### config.mk
export PLATFORM = sky130hd
export DESIGN_NAME = tcam_rule_writer
export DESIGN_NICKNAME = d
export VERILOG_FILES = /design/src/rtl/tcam_rule_writer.sv
export SDC_FILE = /design/constraint.sdc
export NUM_CORES = 1
export LEC_CHECK = 0
export CORE_ASPECT_RATIO = 1.25
export CORE_MARGIN = 3
export CORE_UTILIZATION = 50
export DETAILED_ROUTE_END_ITERATION = 12
export HOLD_SLACK_MARGIN = 0.03
export PLACE_DENSITY = 0.86
export SLEW_MARGIN = 20
export SYNTH_ARGS = -nofsm -noshare
export SYNTH_HDL_FRONTEND = slang
export SYNTH_SLANG_ARGS = --single-unit
### constraint.sdc
create_clock -name clk -period 2.4 [get_ports clk]
set_input_delay 0.36 -clock clk [delete_from_list [all_inputs] [get_ports clk]]
set_output_delay 0.36 -clock clk [all_outputs]
set_load 0.01 [all_outputs]
### src/rtl/tcam_rule_writer.sv
// Turns one ternary rule into 72 sequential per-column writes, one per
// 2-bit-addressed sub-block of the SRAM-emulated TCAM array.
module tcam_rule_writer #(
    parameter int KEY_W     = 144,
    parameter int NUM_RULES = 256,
    parameter int IDX_W     = $clog2(NUM_RULES),
    parameter int BLK_W     = $clog2(KEY_W / 2)
) (
    input  logic             clk,
    input  logic             rst,
    input  logic             req_valid,
    output logic             req_ready,
    input  logic             req_op,
    input  logic [IDX_W-1:0] req_idx,
    input  logic [KEY_W-1:0] req_value,
    input  logic [KEY_W-1:0] req_mask,
    output logic             upd_we,
    output logic [BLK_W-1:0] upd_blk,
    output logic [IDX_W-1:0] upd_col,
    output logic [3:0]       upd_bits,
    output logic             done
);

    localparam int BLKS = KEY_W / 2;
    localparam logic [BLK_W-1:0] LAST_BLK = BLK_W'(BLKS - 1);

    typedef enum logic [1:0] {
        IDLE,
        WRITE,
        DONE
    } state_t;

    state_t           state, state_nxt;
    logic [KEY_W-1:0] val_sh, val_sh_nxt;
    logic [KEY_W-1:0] msk_sh, msk_sh_nxt;
    logic             op_q, op_nxt;
    logic             req_ready_nxt, upd_we_nxt, done_nxt;
    logic [BLK_W-1:0] upd_blk_nxt;
    logic [IDX_W-1:0] upd_col_nxt;
    logic [3:0]       upd_bits_nxt;

    // Entry a of a sub-block stores 1 when address a satisfies the cared bits.
    function automatic logic [3:0] enc(input logic [1:0] v, input logic [1:0] m,
                                       input logic del);
        logic [3:0] r;
        for (int a = 0; a < 4; a++)
            r[a] = !del && (((2'(a) ^ v) & m) == 2'b00);
        return r;
    endfunction

    always_comb begin
        state_nxt     = state;
        val_sh_nxt    = val_sh;
        msk_sh_nxt    = msk_sh;
        op_nxt        = op_q;
        req_ready_nxt = req_ready;
        upd_we_nxt    = 1'b0;
        done_nxt      = 1'b0;
        upd_blk_nxt   = upd_blk;
        upd_col_nxt   = upd_col;
        upd_bits_nxt  = upd_bits;
        case (state)
            IDLE: begin
                if (req_valid && req_ready) begin
                    state_nxt     = WRITE;
                    req_ready_nxt = 1'b0;
                    upd_we_nxt    = 1'b1;
                    upd_blk_nxt   = '0;
                    upd_col_nxt   = req_idx;
                    upd_bits_nxt  = enc(req_value[1:0], req_mask[1:0], req_op);
                    val_sh_nxt    = req_value >> 2;
                    msk_sh_nxt    = req_mask >> 2;
                    op_nxt        = req_op;
                end
            end
            WRITE: begin
                if (upd_blk == LAST_BLK) begin
                    state_nxt = DONE;
                    done_nxt  = 1'b1;
                end else begin
                    // Lowest two bits of the shifters always belong to the next block.
                    upd_we_nxt   = 1'b1;
                    upd_blk_nxt  = upd_blk + 1'b1;
                    upd_bits_nxt = enc(val_sh[1:0], msk_sh[1:0], op_q);
                    val_sh_nxt   = val_sh >> 2;
                    msk_sh_nxt   = msk_sh >> 2;
                end
            end
            DONE: begin
                state_nxt     = IDLE;
                req_ready_nxt = 1'b1;
            end
            default: state_nxt = IDLE;
        endcase
    end

    always_ff @(posedge clk) begin
        if (rst) begin
            state     <= IDLE;
            val_sh    <= '0;
            msk_sh    <= '0;
            op_q      <= 1'b0;
            req_ready <= 1'b1;
            upd_we    <= 1'b0;
            upd_blk   <= '0;
            upd_col   <= '0;
            upd_bits  <= '0;
            done      <= 1'b0;
        end else begin
            state     <= state_nxt;
            val_sh    <= val_sh_nxt;
            msk_sh    <= msk_sh_nxt;
            op_q      <= op_nxt;
            req_ready <= req_ready_nxt;
            upd_we    <= upd_we_nxt;
            upd_blk   <= upd_blk_nxt;
            upd_col   <= upd_col_nxt;
            upd_bits  <= upd_bits_nxt;
            done      <= done_nxt;
        end
    end

endmodule

==> After elaboration in Yosys (flattened, before gate mapping) <==
Cells that the tools add are included.
{ "op_classes": {"addsub": 1, "eq_ne": 6, "n_mux": 21, "bitwise": 15, "reduce_logical": 27} }
{ "op_table": {"columns": ["operator", "n"], "rows": [
  ["2-to-1 mux 144 bit", 4],
  ["case mux 144 bit (2 select lines)", 2],
  ["logical NOT 2 bit", 9],
  ["bitwise AND 2 bit", 8],
  ["2-to-1 mux 7 bit", 2],
  ["case mux 7 bit (2 select lines)", 1],
  ["logical AND 1 bit", 9],
  ["2-to-1 mux 4 bit", 2],
  ["case mux 4 bit (2 select lines)", 1],
  ["adder 7 x 1 -> 7 bit, second input constant", 1],
  ["equality test 7 bit, second input constant", 1],
  ["!= test 2 bit, second input constant", 3],
  ["AND reduction 2 bit", 3],
  ["NOT 1 bit", 5],
  ["2-to-1 mux 1 bit", 4],
  ["2-to-1 mux 2 bit", 2],
  ["NOT 2 bit", 2],
  ["case mux 1 bit (2 select lines)", 2],
  ["case mux 2 bit (2 select lines)", 1],
  ["nonzero test 2 bit", 2],
  ["AND reduction 3 bit", 1],
  ["equality test 2 x 1 -> 1 bit, second input constant", 1],
  ["equality test 2 bit, second input constant", 1],
  ["logical NOT 1 bit", 2],
  ["OR reduction 2 bit", 1]
]} }
{ "totals": {"ff_bits": 313, "input_bits": 300, "output_inout_bits": 22, "elab_cells": 80} }

==> Depth between registers and ports, before layout <==
{ "logic_depth": {"depth_word": 6, "ltp_mapped": 7, "mapped_depth_nobuf": 5} }

==> Worst setup path before layout <==
Ideal clock, no wire load.
{ "synth_path": {"kind": "reg2reg", "start": "register upd_blk[0]", "end": "register msk_sh[100]", "setup_ps": 142, "t_arrival_ps": 1840, "required_time_ps": 2258, "path_slack_ps": 418, "path_stages_with_launch": 7, "n_path_buf": 2, "synth_period_minus_slack_ps": 1982, "path_cell_list": "dfxtp_1 > ha_1 > and4bb_2 > a211oi_2 > clkbuf_1 > clkbuf_1 > a311oi_1"} }
{ "synth_via": {"elab_chain_len": 3} }
{ "synth_lines": {"columns": ["item", "line_no", "source"], "rows": [
  ["start: declaration", "18", "output logic [BLK_W-1:0] upd_blk,"],
  ["start signal: assignment", "116", "upd_blk <= upd_blk_nxt;"],
  ["equality test 7 bit", "77", "if (upd_blk == LAST_BLK) begin"],
  ["!= test 2 bit (no line)", null, null],
  ["AND reduction 3 bit (no line)", null, null],
  ["end signal: assignment", "112", "msk_sh <= msk_sh_nxt;"],
  ["end: declaration", "35", "logic [KEY_W-1:0] msk_sh, msk_sh_nxt;"]
]} }
No other way between the ends.
A chain may end at the register's enable or synchronous reset.

==> Worst setup path in the final report <==
{ "layout_path": {"start": "register upd_blk[1]", "end": "register msk_sh[68]"} }
Same word-level chain as after synthesis.

==> metrics.md <==
| Metric | Value |
|---|---|
| Crit-path slowest cell | dfxtp_1 |
| Crit path required time | 2.82 ns |
| Row cnt | 65 |
| Reg2reg start | upd_blk[1]$_SDFFE_PP0P_ |
| Synth Warn # | 0 |
| Die W | 151 um |
| Critical path launch point type | flop |
| RSZ-0062 raised after global routing | no |
| Slew headroom | 0.633 |
| GRT Resource Usage Total | 0.254 |
| Post-DR wirelength/cell | 16.4 um |
| Commonest cells after routing, fill and taps aside | nand2_1 (584), clkdlybuf4s50_1 (320), dfxtp_1 (309) |
| CTS tree | yes |
| Final wirelength | 37700 um |
| Clk Latency, worst-skew pair | 0.54 ns |
| Core area | 0.0255 mm^2 |
| Reg2Reg Capture Point | msk_sh[68]$_SDFFE_PP0P_ |
| PnR worst setup slack | 0.134 ns |
| Status | finished, final reports clean |
| Max-cap violations | 0 |
| First drt pass iteration count | 5 |
| Die Y | 187 um |
| Die area | 0.0281 mm^2 |
| Syn_nets | 2001 |
| Reg clk slew, reported paths | 0.06 ns |
| Crit path max-delay family | compound AO/OA/AOI/OAI gates |
| Seq/Total Area, Yosys | 0.474 |
| Worst hold path type | primary input to flop |
| Gate Count Post-Synth | 1700 |
| Hold Startpoint | rst |
| Most common cell after layout, fill and taps aside | nand2_1 |
| F_max | 441 MHz |
| Final worst path period need | 2.27 ns |
| Yosys cell types | 34 |
| R2R Setup Slk | 0.13 ns |
| Final hold vios | 0 |
| Setup Buffers After CTS | 0 |
| Worst-Margin Slew | 0.551 ns |
| PostCTS Resize Cnt | 0 |
| Max-slew violation count | 0 |
| Leak pwr | 6.86 nW |
| Initial antenna violation count | 1 |
| Worst Hold Path Cells | 2 |
| Grt ovf | 0 |
| Largest net degree at the start of global routing | 115 |
| Number of global-route vias before repair | 12.6k |
| Pwr Density | 745 mW/mm^2 |
| I/O pins | 322 |
| First-pass GRT wire length | 60400 um |
| CP bufs+invs | 2 |
| Critical path type | flop to flop |
| Post-synth EDFFs | 0 |
| Fillers | 1985 |
| Worst-path fanout max | 36 |
| Post-route ant nets | 0 |
| Max incr delay on CP | 0.33 ns |
| Area of the multi-input gates | 0.00622 mm^2 |
| Worst Skew | 0.0211 ns |
| Port Buf Inserts | 321 |
| Root Buffer | clkbuf_16 |
| Top FF cell, synth | dfxtp_1 |
| Place WS | 0.0838 ns |
| Share of cells above drive strength 1 | 0.0575 |
| Data arrival, critical path | 2.68 ns |
| Sequential cell area | 0.00619 mm^2 |
| Peak VDD IR | 0.621 mV |
| Yosys reg bits | 309 |
| DP HPWL | 25500 um |
| Cells along the critical path | ha_1 -> and4bb_2 -> a211oi_4 -> buf_12 -> buf_12 -> nor2_1 -> a311oi_1 |
| Fin util | 0.699 |
| Crit. End Element | flop |
| Most used cell, CP | buf_12 |
| Worst reg-to-reg path cell count | 7 |
| Maximum clock path buffer count | 3 |
| Clock sink count | 309 |
| Starting density of the core | 0.513 |
| Syn Std Cell Area | 0.0131 mm^2 |
| Syn_area_per_cell | 7.68 um^2 |
| Layout area overhead | 36.3% |
| # nets final | 2243 |
| CTS Buf Count | 30 |
| Hold bufs inserted after CTS | 0 |
| H-Tree Level Count | 1 |
| Setup TNS | 0 ns |
| Drc violations | 0 |
| GPL Wtd Cong | 0.842 |
| FFs w/ async S/R, synth | 0 |
| Fin crit share | 0.944 |
| Via count | 13.2k |
| Vias per cell | 5.73 |
| Final setup vio count | 0 |
| Hold endpoint | msk_sh[140]$_SDFFE_PP0P_ |
| Initial drt markers | 860 |
## registers in the layout, summed over array words and instances, names as in the netlist
signal,count
upd_col,8
req_ready,1
state,2
done,1
msk_sh,142
op_q,1
upd_blk,7
upd_bits,4
upd_we,1
val_sh,142
## stage by stage
stage                     cell area [um^2]  std cells  hold slack [ns]  power [mW]
after CTS                            17800       2300            0.253        13.3
after detailed placement             16800       2245            0.453        8.46
after global routing                 17800       2301            0.275        13.9
after global placement               16800       2245            0.442        8.37
after floorplan                      13100       1700            0.450        7.39
final                                17800       2301            0.290        13.2
## layout make-up
type | instances | share of cell area
multi-input cells | 1226 | 0.350
flip-flops and latches | 309 | 0.348
repair buffers | 374 | 0.221
clock buffers | 41 | 0.0496
well taps | 335 | 0.0236
clock inverters | 14 | 0.00851
inverters | 1 | 0.000211
diodes | 1 | 0.000141
## per-layer routing
layer  vias to the layer above  part of all wire  global-route usage
met5                         -                 0                   0
met4                         0             0.042               0.107
met3                        96             0.078              0.0437
met2                       573              0.48               0.415
met1                      6116              0.40               0.329
li1                       6401                 -                   -
## synth_stat cells (2+ instances only)
| library cell | n | area (um^2) |
|---|---|---|
| a21oi_1 | 16 | 80.1 |
| a221oi_1 | 4 | 35.0 |
| o21ai_0 | 4 | 20.0 |
| nand2_1 | 584 | 2190 |
| clkbuf_1 | 120 | 450 |
| nor3_1 | 8 | 40.0 |
| nor2_1 | 295 | 1110 |
| nand3_1 | 3 | 15.0 |
| buf_2 | 43 | 215 |
| mux2_2 | 2 | 22.5 |
| a311oi_1 | 280 | 2450 |
| a22oi_1 | 5 | 37.5 |
| dfxtp_1 | 309 | 6190 |
| nor2b_1 | 3 | 18.8 |
| a211oi_1 | 2 | 15.0 |
| nand2b_1 | 4 | 25.0 |
## how the worst max path moves through the flow
stage | slack (ns) | from | cells past startpoint | endpoint
after global routing | 0.05 | upd_blk[1]$_SDFFE_PP0P_ | 7 | msk_sh[68]$_SDFFE_PP0P_
after CTS | 0.16 | upd_blk[1]$_SDFFE_PP0P_ | 7 | msk_sh[68]$_SDFFE_PP0P_
after global placement | 0.16 | req_valid | 7 | msk_sh[85]$_SDFFE_PP0P_
final | 0.13 | upd_blk[1]$_SDFFE_PP0P_ | 7 | msk_sh[68]$_SDFFE_PP0P_
after floorplan | 0.42 | upd_blk[0]$_SDFFE_PP0P_ | 6 | msk_sh[100]$_SDFFE_PP0P_
after detailed placement | 0.08 | req_valid | 7 | msk_sh[21]$_SDFFE_PP0P_
## report_power, final
group	leakage (nW)	switching [mW]	internal (mW)
registers	2.56	0.293	5.68
clock network	0.518	1.96	2.89
logic	3.77	1.26	1.17
total	6.86	3.51	9.74
## kinds of logic (layout without fill, tap and decap cells)
family	count (synthesis)	after routing	synth area share
DFF	309	309	0.474
adders and majority gates	1	1	0.000958
other	0	1	0
AOI/OAI and AO/OA	316	316	0.206
and+or+nand+nor	907	907	0.266
buffers and inverters	165	430	0.0516
muxes	2	2	0.00172
No activity file was read; power rests on OpenSTA's default activity.
